`src/rtl/serial_add_ctrl_if.sv`:
```
// rtl/serial_add_ctrl_if.sv - requester/adder bus for serial_add_ctrl; SERIAL_ADD_OVF_EN adds ovf
interface serial_add_ctrl_if #(
    parameter int W = 4
);
    logic         start;
    logic [W-1:0] a;
    logic [W-1:0] b;
    logic         cin;
    logic         busy;
    logic         done;
    logic [W-1:0] sum;
    logic         cout;
`ifdef SERIAL_ADD_OVF_EN
    logic         ovf;

    modport master (output start, a, b, cin, input busy, done, sum, cout, ovf);
    modport slave  (input start, a, b, cin, output busy, done, sum, cout, ovf);
`else
    modport master (output start, a, b, cin, input busy, done, sum, cout);
    modport slave  (input start, a, b, cin, output busy, done, sum, cout);
`endif
endinterface

```
`src/rtl/serial_add_ctrl.sv`:
```
// rtl/serial_add_ctrl.sv - bit-serial adder sequencer around one full_adder cell
// Optional two's-complement overflow output enabled by SERIAL_ADD_OVF_EN.
module full_adder (
    input  logic a_i,
    input  logic b_i,
    input  logic ci_i,
    output logic s_o,
    output logic co_o
);
    assign s_o  = a_i ^ b_i ^ ci_i;
    assign co_o = (a_i & b_i) | (a_i & ci_i) | (b_i & ci_i);
endmodule

module serial_add_ctrl #(
    parameter int W = 4
) (
    input  logic              clk,
    input  logic              rst_n,
    serial_add_ctrl_if.slave  bus
);
    localparam int CW = (W > 1) ? $clog2(W) : 1;

    typedef enum logic [1:0] {
        IDLE = 2'd0,
        RUN  = 2'd1,
        DONE = 2'd2
    } state_t;

    state_t        state_q, state_d;
    logic [W-1:0]  sha_q, sha_d;
    logic [W-1:0]  shb_q, shb_d;
    logic          carry_q, carry_d;
    logic [CW-1:0] cnt_q, cnt_d;
    logic [W-1:0]  sum_q, sum_d;
    logic          cout_q, cout_d;
`ifdef SERIAL_ADD_OVF_EN
    logic          ovf_q, ovf_d;
`endif

    logic          fa_s, fa_co;
    logic          accept;
    logic          last;
    logic [W-1:0]  sha_shift;

    full_adder u_fa (
        .a_i  (sha_q[0]),
        .b_i  (shb_q[0]),
        .ci_i (carry_q),
        .s_o  (fa_s),
        .co_o (fa_co)
    );

    assign accept = bus.start && (state_q != RUN);
    assign last   = (state_q == RUN) && (cnt_q == CW'(W - 1));

    // The A register doubles as the sum shift register: each consumed A bit
    // leaves at the LSB while the new sum bit enters at the MSB.
    generate
        if (W == 1) begin : g_w1
            assign sha_shift = fa_s;
        end else begin : g_wn
            assign sha_shift = {fa_s, sha_q[W-1:1]};
        end
    endgenerate

    always_ff @(posedge clk or negedge rst_n) begin
        if (!rst_n) begin
            state_q <= IDLE;
        end else begin
            state_q <= state_d;
        end
    end

    always_comb begin
        state_d = state_q;
        case (state_q)
            IDLE:    if (bus.start) state_d = RUN;
            RUN:     if (last) state_d = DONE;
            DONE:    state_d = bus.start ? RUN : IDLE;
            default: state_d = IDLE;
        endcase
    end

    always_comb begin
        bus.busy = 1'b0;
        bus.done = 1'b0;
        case (state_q)
            RUN:     bus.busy = 1'b1;
            DONE:    bus.done = 1'b1;
            default: ;
        endcase
    end

    always_comb begin
        sha_d   = sha_q;
        shb_d   = shb_q;
        carry_d = carry_q;
        cnt_d   = cnt_q;
        sum_d   = sum_q;
        cout_d  = cout_q;
`ifdef SERIAL_ADD_OVF_EN
        ovf_d   = ovf_q;
`endif
        if (accept) begin
            sha_d   = bus.a;
            shb_d   = bus.b;
            carry_d = bus.cin;
            cnt_d   = '0;
        end else if (state_q == RUN) begin
            sha_d   = sha_shift;
            shb_d   = shb_q >> 1;
            carry_d = fa_co;
            cnt_d   = cnt_q + 1'b1;
            // Results are only published on entry to DONE so they stay stable
            // through IDLE and the following RUN.
            if (last) begin
                sum_d  = sha_shift;
                cout_d = fa_co;
`ifdef SERIAL_ADD_OVF_EN
                ovf_d  = carry_q ^ fa_co;
`endif
            end
        end
    end

    always_ff @(posedge clk or negedge rst_n) begin
        if (!rst_n) begin
            sha_q   <= '0;
            shb_q   <= '0;
            carry_q <= 1'b0;
            cnt_q   <= '0;
            sum_q   <= '0;
            cout_q  <= 1'b0;
`ifdef SERIAL_ADD_OVF_EN
            ovf_q   <= 1'b0;
`endif
        end else begin
            sha_q   <= sha_d;
            shb_q   <= shb_d;
            carry_q <= carry_d;
            cnt_q   <= cnt_d;
            sum_q   <= sum_d;
            cout_q  <= cout_d;
`ifdef SERIAL_ADD_OVF_EN
            ovf_q   <= ovf_d;
`endif
        end
    end

    assign bus.sum  = sum_q;
    assign bus.cout = cout_q;
`ifdef SERIAL_ADD_OVF_EN
    assign bus.ovf  = ovf_q;
`endif
endmodule
```
`src/flat_wrapper.sv`:
```
// flat-port wrapper written by rule: the top's interface ports become plain ports
module serial_add_ctrl_flat 
#(
    parameter int W = 4
)
  (clk, rst_n, bus_start, bus_a, bus_b, bus_cin, bus_busy, bus_done, bus_sum, bus_cout);
  serial_add_ctrl_if #(.W(W)) bus_i ();
  input  logic clk;
  input  logic rst_n;
  input wire logic [$bits(bus_i.start)-1:0] bus_start;
  input wire logic [$bits(bus_i.a)-1:0] bus_a;
  input wire logic [$bits(bus_i.b)-1:0] bus_b;
  input wire logic [$bits(bus_i.cin)-1:0] bus_cin;
  output wire logic [$bits(bus_i.busy)-1:0] bus_busy;
  output wire logic [$bits(bus_i.done)-1:0] bus_done;
  output wire logic [$bits(bus_i.sum)-1:0] bus_sum;
  output wire logic [$bits(bus_i.cout)-1:0] bus_cout;
  assign bus_i.start = bus_start;
  assign bus_i.a = bus_a;
  assign bus_i.b = bus_b;
  assign bus_i.cin = bus_cin;
  assign bus_busy = bus_i.busy;
  assign bus_done = bus_i.done;
  assign bus_sum = bus_i.sum;
  assign bus_cout = bus_i.cout;
  serial_add_ctrl #(.W(W)) u_core (.clk(clk), .rst_n(rst_n), .bus(bus_i));
endmodule
```
`config.mk`:
```
export PLATFORM = sky130hd
export DESIGN_NAME = serial_add_ctrl_flat
export DESIGN_NICKNAME = d
export VERILOG_FILES = /design/src/rtl/serial_add_ctrl_if.sv /design/src/rtl/serial_add_ctrl.sv /design/src/flat_wrapper.sv
export SDC_FILE = /design/constraint.sdc
export NUM_CORES = 1
export LEC_CHECK = 0
export CORE_MARGIN = 3
export CORE_UTILIZATION = 45
export CTS_BUF_LIST = sky130_fd_sc_hd__clkbuf_8
export DETAILED_ROUTE_END_ITERATION = 12
export PLACE_DENSITY = 0.72
export RECOVER_POWER = 100
export SETUP_SLACK_MARGIN = 0.1
export SLEW_MARGIN = 15
export SYNTH_ARGS = -nofsm -noshare
export SYNTH_HDL_FRONTEND = slang
export SYNTH_SLANG_ARGS = --single-unit
```
`constraint.sdc`:
```
create_clock -name clk -period 3.7 [get_ports clk]
set_input_delay 0.925 -clock clk [delete_from_list [all_inputs] [get_ports clk]]
set_output_delay 0.925 -clock clk [all_outputs]
set_load 0.1 [all_outputs]
```
==> metrics <==
Routed WL 1408 um; DR iter-0 viols 1; Initial Util 48.70%; fin nets 91; number of I/O pins 19; Inserted Clock Buffers 3; sequential share of the synthesized area 51.87%; post_cts resized 0; syn avg cell area 15.51 um2; Yosys reg bits 18; total congestion overflow 0; Final HPWL DP 951.7 um; DR WL/cell 13.94 um; WP data required 2.77 ns; Placeable Area 0.001783 mm2; die height 49.93 um; Warnings, synthesis 0; Slowest cell on crit path clkbuf_1; CP arrival 2.16 ns; vias in the first global route 506; pre-CTS setup slack 1.080 ns; Detail Route Antenna Nets 0; RSZ-0062 raised after global routing false; Cells after Synth 56; Relative slew margins 22.81%; CP top delay family buffers and inverters; Max Fanout on Critical Path 12; htree depth 1; clock sink total 18; hold_buf cts 0; Layout Cells excl Fill 101; Largest stage delay, worst path 0.87 ns; Vias 480; Fmax achieved 0.3243 GHz; placed insts 97; Tcrit/Tclk final 83.34%; Layout area overhead 24.50%; Worst Max-Slew Pin Slew 1.163 ns; worst path bufs/invs 2; Final Slew Violations 0; Worst R2R Setup Slack 2.25 ns; Crit. End Element output port; die area 0.002493 mm2; cells along the critical path nand2b_1, inv_1, clkbuf_1; postcts setup bufs 0; share of layout cells above drive strength 1 25.00%; CTS tree done; critical path type reg2out; Hold Crit Class reg2reg; Max-Cap Viols 0; Fin. Hold Viols 0; Setup Viol. Count Final 0; total track usage 14.26%; commonest non-fill, non-tap cells in the layout 18 x dfrtp_1, 9 x mux2_2, 9 x clkdlybuf4s50_1; Die Wd 49.93 um; commonest non-fill, non-tap cell in the layout dfrtp_1; Rows 15; distinct cell type count of the synthesized netlist 15; Worst Skew 0.001797 ns; setup TNS 0 ns; Syn Nets 70; post-layout minimum cycle time 3.084 ns; PortBufs 18; DRT Pass-1 Iters 2; drt drc 0; clk root buf clkbuf_8; drt via density 4.752; n_diodes 0; Post-Syn Area 868.3 um2; clk_lat worst skew 0.26 ns; Clock Pin Slew Worst Setup and Hold Paths 0.07 ns; outcome complete, no violations; first-pass GRT wire length 2525 um; Startpoint Class flop; initial antenna violation count 0; pin count of the biggest net entering global routing 19; Bufs on Longest Clock Path 2; routability cong. 0.6633; Worst Setup Slack, final 0.6165 ns
[final cells by class]
cell class	instances	area (um2)
clock buffer	4	55.05
fill	158	701.9
inverter	3	11.26
multi-input combinational	33	365.4
sequential	18	450.4
tap	25	31.28
timing repair buffer	18	167.7
[layer usage]
layer / vias up / wire length, um / GRT usage [%]
met5: - / 0 / 0
met4: 0 / 12 / 6.912
met3: 2 / 97 / 7.251
met2: 15 / 664 / 20.93
met1: 230 / 634 / 17.12
li1: 233 / - / -
[cells in the mapped netlist, drive strengths merged]
cell type	instances	area, um2
buf	2	18.77
dfrtp	18	450.4
fa	1	20.02
ha	1	12.51
inv	3	11.26
mux2	22	292.8
mux2i	2	20.02
nand2b	2	12.51
nand3b	1	7.510
nor2	1	3.750
nor2b	2	12.51
o22ai	1	6.260
[cells by family (layout without fill, tap and decap cells)]
group,count (synthesis),in the layout,share of synthesized area (%)
muxes,24,24,36.02
buffers and inverters,5,25,3.458
and+or+nand+nor,6,6,4.178
AOI/OAI and AO/OA,1,1,0.7209
DFF,18,18,51.87
adders and majority gates,2,2,3.746
[per-stage QoR]
stage | area, um2 | hold WS, ns | util, %
floorplan | 868.3 | 0.4528 | -
global placement | 1056 | 0.4752 | 59.23
detailed placement | 1056 | 0.4844 | 59.23
CTS | 1111 | 0.4960 | 62.32
global route | 1081 | 0.5122 | 60.63
finish | 1081 | 0.4948 | 60.63
[final timing paths]
check,start,to,cells after the start
hold / removal,u_core.cnt_q[0]$_DFFE_PN0P_,u_core.cnt_q[0]$_DFFE_PN0P_,1
min in group asynchronous,rst_n,u_core.sha_q[2]$_DFFE_PN0P_,1
max in group asynchronous,rst_n,u_core.cnt_q[1]$_DFFE_PN0P_,1
setup reg to reg,u_core.state_q[0]$_DFFE_PN0P_,u_core.sha_q[0]$_DFFE_PN0P_,2
hold reg to reg,u_core.cnt_q[0]$_DFFE_PN0P_,u_core.cnt_q[0]$_DFFE_PN0P_,1
setup / recovery,u_core.state_q[1]$_DFFE_PN0P_,bus_busy,3
[registers in the layout, summed over array words and instances (netlist names)]
register,cells
u_core.carry_q,1
u_core.cnt_q,2
u_core.bus.sum,4
u_core.bus.cout,1
u_core.sha_q,4
u_core.shb_q,4
u_core.state_q,2
Power is not shown: default switching activity piles up to over one toggle a cycle in this logic, so the estimate is an artifact.
